File: src/rtl/j1_io_uart.sv
// Memory-mapped 8N1 UART for the J1 IO bus: TX serialiser, RX deserialiser
// feeding a small FIFO, and a STATUS/DIVISOR register pair.
module j1_io_uart #(
  parameter logic [15:0] BASE_ADDR  = 16'h6000,
  parameter int          CLK_FREQ   = 50000000,
  parameter int          BAUD       = 115200,
  parameter int          FIFO_DEPTH = 8
) (
  input  logic        sys_clk_i,
  input  logic        sys_rst_i,
  input  logic        io_rd_i,
  input  logic        io_wr_i,
  input  logic [15:0] io_addr_i,
  input  logic [15:0] io_wdata_i,
  output logic [15:0] io_rdata_o,
  input  logic        uart_rx_i,
  output logic        uart_tx_o
);

  localparam int              AW       = (FIFO_DEPTH > 1) ? $clog2(FIFO_DEPTH) : 1;
  localparam logic [15:0]     RST_DIV  = 16'(CLK_FREQ / BAUD);
  localparam logic [AW:0]     CNT_FULL = (AW + 1)'(FIFO_DEPTH);

  typedef enum logic [1:0] {
    ST_IDLE  = 2'd0,
    ST_START = 2'd1,
    ST_DATA  = 2'd2,
    ST_STOP  = 2'd3
  } uart_state_t;

  function automatic logic [15:0] clamp_div(input logic [15:0] v);
    return (v < 16'd2) ? 16'd2 : v;
  endfunction

  // Address decode and strobes
  logic        sel_s;
  logic [2:0]  off_s;
  logic        wr_tx_s;
  logic        wr_st_s;
  logic        wr_div_s;
  logic        pop_s;
  logic        unused_s;

  assign sel_s    = (io_addr_i[15:4] == BASE_ADDR[15:4]);
  assign off_s    = io_addr_i[3:1];
  assign wr_tx_s  = io_wr_i & sel_s & (off_s == 3'd0);
  assign wr_st_s  = io_wr_i & sel_s & (off_s == 3'd1);
  assign wr_div_s = io_wr_i & sel_s & (off_s == 3'd2);
  assign unused_s = io_addr_i[0];

  logic [15:0]  div_r;

  uart_state_t  tx_state_r;
  logic [15:0]  tx_cnt_r;
  logic [2:0]   tx_bit_r;
  logic [7:0]   tx_shift_r;
  logic [15:0]  tx_div_r;
  logic         tx_line_r;
  logic         tx_busy_s;

  logic         rx_meta_r;
  logic         rx_sync_r;
  logic         rx_prev_r;
  uart_state_t  rx_state_r;
  logic [15:0]  rx_cnt_r;
  logic [2:0]   rx_bit_r;
  logic [7:0]   rx_shift_r;
  logic [15:0]  rx_div_r;
  logic         rx_brk_r;
  logic         rx_push_r;
  logic [7:0]   rx_data_r;
  logic         rx_ferr_r;

  logic [7:0]   fifo_mem_r [FIFO_DEPTH];
  logic [AW-1:0] wr_ptr_r;
  logic [AW-1:0] rd_ptr_r;
  logic [AW:0]  fifo_cnt_r;
  logic         empty_s;
  logic         full_s;
  logic         push_ok_s;

  logic         tx_drop_r;
  logic         rx_ovr_r;
  logic         frame_err_r;
  logic [15:0]  status_s;
  logic [15:0]  rdata_s;

  assign tx_busy_s = (tx_state_r != ST_IDLE);
  assign uart_tx_o = tx_line_r;
  assign empty_s   = (fifo_cnt_r == '0);
  assign full_s    = (fifo_cnt_r == CNT_FULL);
  assign pop_s     = io_rd_i & sel_s & (off_s == 3'd0) & ~empty_s;
  // A push into a full FIFO still lands if a pop frees the slot on the same edge.
  assign push_ok_s = rx_push_r & (~full_s | pop_s);

  // Baud divisor register
  always_ff @(posedge sys_clk_i) begin
    if (sys_rst_i) begin
      div_r <= RST_DIV;
    end else if (wr_div_s) begin
      div_r <= clamp_div(io_wdata_i);
    end
  end

  // TX serialiser; the divisor is frozen for the duration of a frame
  always_ff @(posedge sys_clk_i) begin
    if (sys_rst_i) begin
      tx_state_r <= ST_IDLE;
      tx_cnt_r   <= 16'd0;
      tx_bit_r   <= 3'd0;
      tx_shift_r <= 8'd0;
      tx_div_r   <= RST_DIV;
      tx_line_r  <= 1'b1;
    end else begin
      case (tx_state_r)
        ST_IDLE: begin
          if (wr_tx_s) begin
            tx_shift_r <= io_wdata_i[7:0];
            tx_div_r   <= div_r;
            tx_cnt_r   <= 16'd0;
            tx_bit_r   <= 3'd0;
            tx_line_r  <= 1'b0;
            tx_state_r <= ST_START;
          end
        end
        ST_START: begin
          if (tx_cnt_r == tx_div_r - 16'd1) begin
            tx_cnt_r   <= 16'd0;
            tx_line_r  <= tx_shift_r[0];
            tx_state_r <= ST_DATA;
          end else begin
            tx_cnt_r <= tx_cnt_r + 16'd1;
          end
        end
        ST_DATA: begin
          if (tx_cnt_r == tx_div_r - 16'd1) begin
            tx_cnt_r <= 16'd0;
            if (tx_bit_r == 3'd7) begin
              tx_line_r  <= 1'b1;
              tx_state_r <= ST_STOP;
            end else begin
              tx_bit_r   <= tx_bit_r + 3'd1;
              tx_line_r  <= tx_shift_r[1];
              tx_shift_r <= {1'b0, tx_shift_r[7:1]};
            end
          end else begin
            tx_cnt_r <= tx_cnt_r + 16'd1;
          end
        end
        ST_STOP: begin
          if (tx_cnt_r == tx_div_r - 16'd1) begin
            tx_cnt_r   <= 16'd0;
            tx_state_r <= ST_IDLE;
          end else begin
            tx_cnt_r <= tx_cnt_r + 16'd1;
          end
        end
        default: begin
          tx_state_r <= ST_IDLE;
          tx_line_r  <= 1'b1;
        end
      endcase
    end
  end

  // RX line synchroniser plus one delayed copy for falling-edge detection
  always_ff @(posedge sys_clk_i) begin
    if (sys_rst_i) begin
      rx_meta_r <= 1'b1;
      rx_sync_r <= 1'b1;
      rx_prev_r <= 1'b1;
    end else begin
      rx_meta_r <= uart_rx_i;
      rx_sync_r <= rx_meta_r;
      rx_prev_r <= rx_sync_r;
    end
  end

  // RX deserialiser; after a bad stop bit it parks in STOP until the line idles high
  always_ff @(posedge sys_clk_i) begin
    if (sys_rst_i) begin
      rx_state_r <= ST_IDLE;
      rx_cnt_r   <= 16'd0;
      rx_bit_r   <= 3'd0;
      rx_shift_r <= 8'd0;
      rx_div_r   <= RST_DIV;
      rx_brk_r   <= 1'b0;
      rx_push_r  <= 1'b0;
      rx_data_r  <= 8'd0;
      rx_ferr_r  <= 1'b0;
    end else begin
      rx_push_r <= 1'b0;
      rx_ferr_r <= 1'b0;
      case (rx_state_r)
        ST_IDLE: begin
          if (rx_prev_r & ~rx_sync_r) begin
            rx_cnt_r   <= 16'd0;
            rx_div_r   <= div_r;
            rx_state_r <= ST_START;
          end
        end
        ST_START: begin
          if (rx_cnt_r == (rx_div_r >> 1) - 16'd1) begin
            rx_cnt_r <= 16'd0;
            rx_bit_r <= 3'd0;
            rx_state_r <= rx_sync_r ? ST_IDLE : ST_DATA;
          end else begin
            rx_cnt_r <= rx_cnt_r + 16'd1;
          end
        end
        ST_DATA: begin
          if (rx_cnt_r == rx_div_r - 16'd1) begin
            rx_cnt_r   <= 16'd0;
            rx_shift_r <= {rx_sync_r, rx_shift_r[7:1]};
            if (rx_bit_r == 3'd7) begin
              rx_state_r <= ST_STOP;
            end else begin
              rx_bit_r <= rx_bit_r + 3'd1;
            end
          end else begin
            rx_cnt_r <= rx_cnt_r + 16'd1;
          end
        end
        ST_STOP: begin
          if (rx_brk_r) begin
            if (rx_sync_r) begin
              rx_brk_r   <= 1'b0;
              rx_state_r <= ST_IDLE;
            end
          end else if (rx_cnt_r == rx_div_r - 16'd1) begin
            rx_cnt_r <= 16'd0;
            if (rx_sync_r) begin
              rx_push_r  <= 1'b1;
              rx_data_r  <= rx_shift_r;
              rx_state_r <= ST_IDLE;
            end else begin
              rx_ferr_r <= 1'b1;
              rx_brk_r  <= 1'b1;
            end
          end else begin
            rx_cnt_r <= rx_cnt_r + 16'd1;
          end
        end
        default: begin
          rx_state_r <= ST_IDLE;
          rx_brk_r   <= 1'b0;
        end
      endcase
    end
  end

  // RX FIFO pointers and occupancy
  always_ff @(posedge sys_clk_i) begin
    if (sys_rst_i) begin
      wr_ptr_r   <= '0;
      rd_ptr_r   <= '0;
      fifo_cnt_r <= '0;
    end else begin
      if (push_ok_s) begin
        wr_ptr_r <= wr_ptr_r + 1'b1;
      end
      if (pop_s) begin
        rd_ptr_r <= rd_ptr_r + 1'b1;
      end
      case ({push_ok_s, pop_s})
        2'b10:   fifo_cnt_r <= fifo_cnt_r + 1'b1;
        2'b01:   fifo_cnt_r <= fifo_cnt_r - 1'b1;
        default: fifo_cnt_r <= fifo_cnt_r;
      endcase
    end
  end

  // RX FIFO storage
  always_ff @(posedge sys_clk_i) begin
    if (push_ok_s) begin
      fifo_mem_r[wr_ptr_r] <= rx_data_r;
    end
  end

  // Sticky error flags: a new event wins over a same-cycle write-one-to-clear
  always_ff @(posedge sys_clk_i) begin
    if (sys_rst_i) begin
      rx_ovr_r    <= 1'b0;
      tx_drop_r   <= 1'b0;
      frame_err_r <= 1'b0;
    end else begin
      rx_ovr_r    <= (rx_ovr_r & ~(wr_st_s & io_wdata_i[3])) | (rx_push_r & full_s & ~pop_s);
      tx_drop_r   <= (tx_drop_r & ~(wr_st_s & io_wdata_i[4])) | (wr_tx_s & tx_busy_s);
      frame_err_r <= (frame_err_r & ~(wr_st_s & io_wdata_i[5])) | rx_ferr_r;
    end
  end

  assign status_s = {10'b0, frame_err_r, tx_drop_r, rx_ovr_r, full_s, ~empty_s, tx_busy_s};

  // Combinational read mux; the CPU samples it on the edge its read strobe is high
  always_comb begin
    rdata_s = 16'h0000;
    if (sel_s) begin
      case (off_s)
        3'd0:    rdata_s = empty_s ? 16'h0000 : {8'h00, fifo_mem_r[rd_ptr_r]};
        3'd1:    rdata_s = status_s;
        3'd2:    rdata_s = div_r;
        default: rdata_s = 16'h0000;
      endcase
    end else begin
      rdata_s = 16'h0000;
    end
  end

  assign io_rdata_o = rdata_s;

endmodule

File: config.mk
export PLATFORM = sky130hd
export DESIGN_NAME = j1_io_uart
export DESIGN_NICKNAME = d
export VERILOG_FILES = /design/src/rtl/j1_io_uart.sv
export SDC_FILE = /design/constraint.sdc
export NUM_CORES = 1
export LEC_CHECK = 0
export BUFFER_PORTS_ARGS = -buffer_cell sky130_fd_sc_hd__buf_4
export CORE_AREA = 2 2 110 165
export CTS_CLUSTER_DIAMETER = 30
export CTS_CLUSTER_SIZE = 16
export DETAILED_ROUTE_END_ITERATION = 12
export DIE_AREA = 0 0 112 167
export GPL_TIMING_DRIVEN = 1
export HOLD_SLACK_MARGIN = 0.03
export PLACE_DENSITY = 0.76
export SYNTH_ARGS = -nofsm -noshare
export SYNTH_HDL_FRONTEND = slang
export SYNTH_SLANG_ARGS = --single-unit
File: constraint.sdc
create_clock -name sys_clk_i -period 3.3 [get_ports sys_clk_i]
set_input_delay 0.165 -clock sys_clk_i [delete_from_list [all_inputs] [get_ports sys_clk_i]]
set_output_delay 0.165 -clock sys_clk_i [all_outputs]
set_load 0.005 [all_outputs]
* Yosys cells after proc, flatten, opt, wreduce, memory -nomap -nowiden
Memories as Yosys holds them, arrays and structs flattened. A register that Yosys moved wholly into a read port is not among the register bits.
Cells that the tools add are included.
** Word-level totals
- Bits in registers :: 134
- Memory bits (writable) :: 64
- Bits of input ports :: 37
- Output and inout port bits :: 17
- Logic and storage cells :: 175
- Memories :: 1
** Cells by class
- Add/sub/neg operators :: 11
- $lt $le $gt $ge :: 1
- Equality and inequality tests :: 30
- Multiplexer cells :: 53
- Bitwise gates (word level) :: 32
- Reduce and logical (&&, ||, !) cells :: 22
** Memories
- fifo_mem_r :: depth 8, width 8, read ports 1, clocked after memory_dff 1, wr ports 1, line 74 : logic [7:0] fifo_mem_r [FIFO_DEPTH];
** Operators with widths (count)
- 16-bit 2-to-1 mux :: 8
- 16-bit case mux with 4 select lines :: 1
- 16-bit == test :: 3
- 16-bit case mux with 3 select lines :: 1
- 16-bit by 1-bit adder with 16-bit output, second input constant :: 2
- 8-bit 2-to-1 mux :: 4
- 16-bit case mux with 2 select lines :: 1
- 16-bit by 1-bit subtractor with 16-bit output, second input constant :: 2
- 2-bit 2-to-1 mux :: 13
- 3-bit 2-to-1 mux :: 8
- 2-bit inequality test, second input constant :: 12
- 1-bit AND :: 18
- 16-bit by 2-bit less-than comparator with 1-bit output, second input constant :: 1
- 2-bit case mux with 4 select lines :: 2
- 8-bit case mux with 2 select lines :: 1
- 4-bit AND reduction :: 4
- 15-bit by 1-bit subtractor with 16-bit output, second input constant :: 1
- 3-bit by 1-bit adder with 3-bit output, second input constant :: 4
- 12-bit by 11-bit == test with 1-bit output, second input constant :: 1
- 3-bit case mux with 2 select lines :: 2
- 2-bit == test, second input constant :: 5
- 1-bit 2-to-1 mux :: 10
- 1-bit NOT :: 10
- 5-bit AND reduction :: 2
- other kinds (19) :: 33

* Longest topological paths before layout
- Depth in word-level cells :: 8
- Depth in mapped cells :: 14
- Gate-level depth less buffers :: 11

* Worst setup path before layout
Ideal clock, no wire load.
- Kind :: flip-flop to flip-flop
- Start :: reg rx_div_r[2]
- End :: reg rx_data_r[0]
- Setup time :: 0.128 ns
- Arrival :: 2.895 ns
- Required time :: 3.172 ns
- Path slack :: 0.278 ns
- Stages on the path, launching flop included :: 13
- Path buffers :: 1
- Clock period less this slack :: 3.022 ns
- Path through :: dfxtp_1 clkbuf_1 inv_1 ha_1 or3b_2 o21ai_0 a21o_1 a31oi_1 nor4_2 nand3_1 nor4_4 mux2i_1 nor2_1
** On the way
- Longest elaborated chain between the ends :: 3
** RTL lines
- from (decl) :: line 68 : logic [15:0] rx_div_r;
- from (signal assigned) :: line 198 : rx_div_r <= div_r;
- 16-bit by 1-bit subtractor with 16-bit output :: line 230 : end else if (rx_cnt_r == rx_div_r - 16'd1) begin
- 16-bit == test :: line 230
- 4-bit AND reduction (no source line)
- to (signal assigned) :: line 234 : rx_data_r <= rx_shift_r;
- to (decl) :: line 71 : logic [7:0] rx_data_r;
Every way passes these cells.
A chain may end at the register's enable or synchronous reset.

* Worst setup path after layout
- Start :: reg tx_div_r[2]
- End :: reg tx_state_r[1]
** On the way
- Longest elaborated chain between the ends :: 4
- Elaborated cells between the ends (all ways) :: 6
- Those cells by class :: add/sub (1); eq/ne (4); reduce/logical (1)
** RTL lines
- from (decl) :: line 57 : logic [15:0] tx_div_r;
- from (signal assigned) :: line 119 : tx_div_r <= div_r;
- 16-bit by 1-bit subtractor with 16-bit output * :: line 127, 136, 151
- 16-bit == test * :: line 127, 136, 151
- 2-bit inequality test (no source line)
- 5-bit AND reduction (no source line) *
- to (signal assigned) :: line 130 : tx_state_r <= ST_DATA;
- to (signal assigned) :: line 140 : tx_state_r <= ST_STOP;
- to (signal assigned) :: line 153 : tx_state_r <= ST_IDLE;
- to (decl) :: line 53 : uart_state_t tx_state_r;
Every way passes the cells marked *; elsewhere a longest branch is shown, timed or not.

==> results.sh <==
export IMPL_drt_iter0_drc=569
export IMPL_core_area_mm2=0.0173
export IMPL_reg2reg_to="tx_state_r[1]$_SDFFE_PP0P_"
export IMPL_setup_violations=0
export IMPL_finClkSkew_ns=0.0101
export IMPL_drive_gt1_share_pct=17.1
export IMPL_drc=0
export IMPL_fin_tns_setup_ns=0
export IMPL_area_delta_synth_final_pct=18.4
export IMPL_synth_edff_count=64
export IMPL_cp_max_fo=11
export IMPL_setup_slack_ns=0.211
export IMPL_synth_fp_nets=1094
export IMPL_clk_path_buf_depth=3
export IMPL_holdPathStages=2
export IMPL_cts_num_sinks=201
export IMPL_synth_commonest_cells="dfxtp_1, nor2_1, nand2_1"
export IMPL_synthCells=1038
export IMPL_synth_distinct_cells=72
export IMPL_hold_end="rx_shift_r[6]$_SDFFE_PP0P_"
export IMPL_startpoint_type="flip-flop"
export IMPL_path_class="reg -> reg"
export IMPL_worst_r2r_path_depth=10
export IMPL_grt_start_max_net_pins=73
export IMPL_antenna_found_initial=0
export IMPL_gr_total_overflow=0
export IMPL_hold_start="sys_rst_i"
export IMPL_drtPass1Iterations=5
export IMPL_hold_path_class="in -> reg"
export IMPL_dp_slack_ns=0.255
export IMPL_viasPerCell=6.01
export IMPL_clockRootBuffer="clkbuf_16"
export IMPL_wl_mm=24.3
export IMPL_yosysWarnings=0
export IMPL_yosys_top_cells_area="dfxtp_1, edfxtp_1, xnor2_1, nor2_1, mux2i_1"
export IMPL_maxSlewHeadroom_pct=32.6
export IMPL_start_util_pct=58.7
export IMPL_nets=1167
export IMPL_grt_pass1_vias=8071
export IMPL_row_count=59
export IMPL_post_cts_setup_buffers=0
export IMPL_cts_tree="done"
export IMPL_io_pins=54
export IMPL_min_period_ns=3.09
export IMPL_cp_required_ns=3.72
export IMPL_synth_seq_cells=201
export IMPL_place_congestion=0.900
export IMPL_dp_hpwl_mm=17.1
export IMPL_tightestPinTransition_ns=1.00
export IMPL_cp_end_kind="flip-flop"
export IMPL_cts_made_buffers=29
export IMPL_die_area_mm2=0.0187
export IMPL_synth_most_common_cell="dfxtp_1"
export IMPL_status="complete, no violations"
export IMPL_power_leakage_nw=4.39
export IMPL_synth_largest_area_cell="dfxtp_1"
export IMPL_netlist_area_mm2=0.0101
export IMPL_rsz0062_at_grt="no"
export IMPL_ys_flop_type="dfxtp_1"
export IMPL_clk_pin_slew_worst_paths_ns=0.06
export IMPL_post_synth_cell_area_avg_um2=9.77
export IMPL_powerDensity_mw_per_mm2=494
export IMPL_insertion_delay_ns=0.55
export IMPL_placed_area_mm2=0.0108
export IMPL_finalCritPeriodShare_pct=93.6
export IMPL_synth_top_area_share_pct=27.0
export IMPL_r2r_start="tx_div_r[2]$_SDFFE_PP0P_"
export IMPL_slew_violations=0
export IMPL_worstPathArrival_ns=3.51
export IMPL_seq_area_frac_synth_pct=46.0
export IMPL_htreeDepth=1
export IMPL_die_w_um=112
export IMPL_die_h_um=167
export IMPL_vdd_drop_max_v=0.000538
export IMPL_antenna_left=0
export IMPL_routedWlPerCell_um=18.0
export IMPL_routed_via_count=8091
export IMPL_io_buffers=52
export IMPL_ys_async_sr_fraction_pct=0
export IMPL_cap_violations=0
export IMPL_ff2ff_setup_slack_ns=0.21
export IMPL_final_cell_area_mm2=0.0120
export IMPL_fill_cells=1321
export IMPL_n_antenna_cell=0
export IMPL_grt_pass1_wl_mm=39.8
export IMPL_hold_viol=0
export IMPL_fmax_ghz=0.324
export IMPL_track_usage_pct=26.0
==> worst max-delay path by stage <==
| stage | startpoint | to | depth (start not counted) |
|---|---|---|---|
| global route | rx_div_r[1]$_SDFFE_PP1P_ | rx_bit_r[1]$_SDFFE_PP0P_ | 12 |
| global placement | rx_div_r[1]$_SDFFE_PP1P_ | rx_data_r[3]$_SDFFE_PP0P_ | 12 |
| detailed placement | rx_div_r[1]$_SDFFE_PP1P_ | rx_bit_r[1]$_SDFFE_PP0P_ | 12 |
| finish | tx_div_r[2]$_SDFFE_PP0P_ | tx_state_r[1]$_SDFFE_PP0P_ | 10 |
| CTS | rx_div_r[1]$_SDFFE_PP1P_ | rx_bit_r[1]$_SDFFE_PP0P_ | 12 |
| floorplan | rx_div_r[2]$_SDFFE_PP0P_ | rx_data_r[0]$_SDFFE_PP0P_ | 12 |
==> logic make-up after synthesis <==
group,Yosys count,synth area share [%]
simple gates,403,20.4
flops,201,46.0
compound gates,180,12.0
buf+inv,85,3.32
xor+xnor,84,7.25
mux,66,8.61
fa+ha+maj,19,2.42
==> layer usage <==
metal	GRT usage [%]	up-vias	share of wire (%)
met1	29.4	3846	38
met4	11.0	0	4.3
met3	3.89	77	4.8
met5	0	-	0
li1	-	3913	-
met2	48.2	255	53
==> stage by stage <==
step | hold WS (ns) | utilization [%] | power [mW] | instances
4_1_cts | 0.137 | 69.5 | 5.98 | 1347
2_1_floorplan | 0.269 | - | 2.75 | 1038
3_5_place_dp | 0.356 | 62.6 | 2.83 | 1275
6_report | 0.139 | 69.5 | 5.94 | 1347
3_3_place_gp | 0.351 | 62.6 | 2.82 | 1275
5_1_grt | 0.169 | 69.5 | 6.12 | 1347
==> area by class of cell <==
class,instances,area (um2),area share [%]
clock buffer,32,738,6.15
multi-input combinational,752,5160,43.0
sequential,201,4670,38.8
clock inverter,22,264,2.20
timing repair buffer,102,823,6.85
inverter,25,93.8,0.781
tap,213,267,2.22
==> power breakdown <==
group	internal (mW)	switching, mW
registers	2.55	0.0252
logic	0.0974	0.126
clock network	1.85	1.29
total	4.50	1.44
==> registers in the layout, summed over array words and instances (netlist names), 16 cells and up, named ones only <==
signal and count:
div_r 16, fifo_mem_r 64, rx_cnt_r 16, rx_div_r 16, tx_cnt_r 16, tx_div_r 16
==> layout by cell type (no fill, tap or decap), types with 14 or more instances in the layout <==
cell / netlist / layout
nand3_1: 30 / 29
nand2b_1: 17 / 17
ha_1: 18 / 17
nand2_1: 99 / 99
nor2_1: 111 / 111
edfxtp_1: 64 / 64
inv_1: 25 / 25
xnor2_1: 52 / 52
a31oi_1: 25 / 25
mux4_2: 16 / 16
and3_1: 29 / 29
dfxtp_1: 137 / 136
a22oi_1: 17 / 17
nor4_1: 16 / 16
a21oi_1: 61 / 61
xor2_1: 32 / 32
dlygate4sd3_1: 0 / 18
mux2i_1: 40 / 40
buf_4: 1 / 83
clkbuf_16: 0 / 29
nor3_1: 18 / 17
o21ai_0: 14 / 14
==> critical path: stages, from the launching register on <==
cell       delay, ns
dfxtp_1         0.38
or3_1           0.42
or3_4           0.39
a2111oi_4       0.42
o211ai_1        0.17
a2111oi_2       0.31
buf_4           0.24
nand2_1         0.10
a21oi_2         0.22
mux2i_1         0.25
nor2_1          0.05
==> what timing repair did <==
item | CTS | global route
endpoints found under the hold margin | 27 | 0
setup endpoints to repair | 0 | 18
hold buffers | 18 | 0
gates resized for setup | 0 | 4
(Power assumes the default switching activity.)
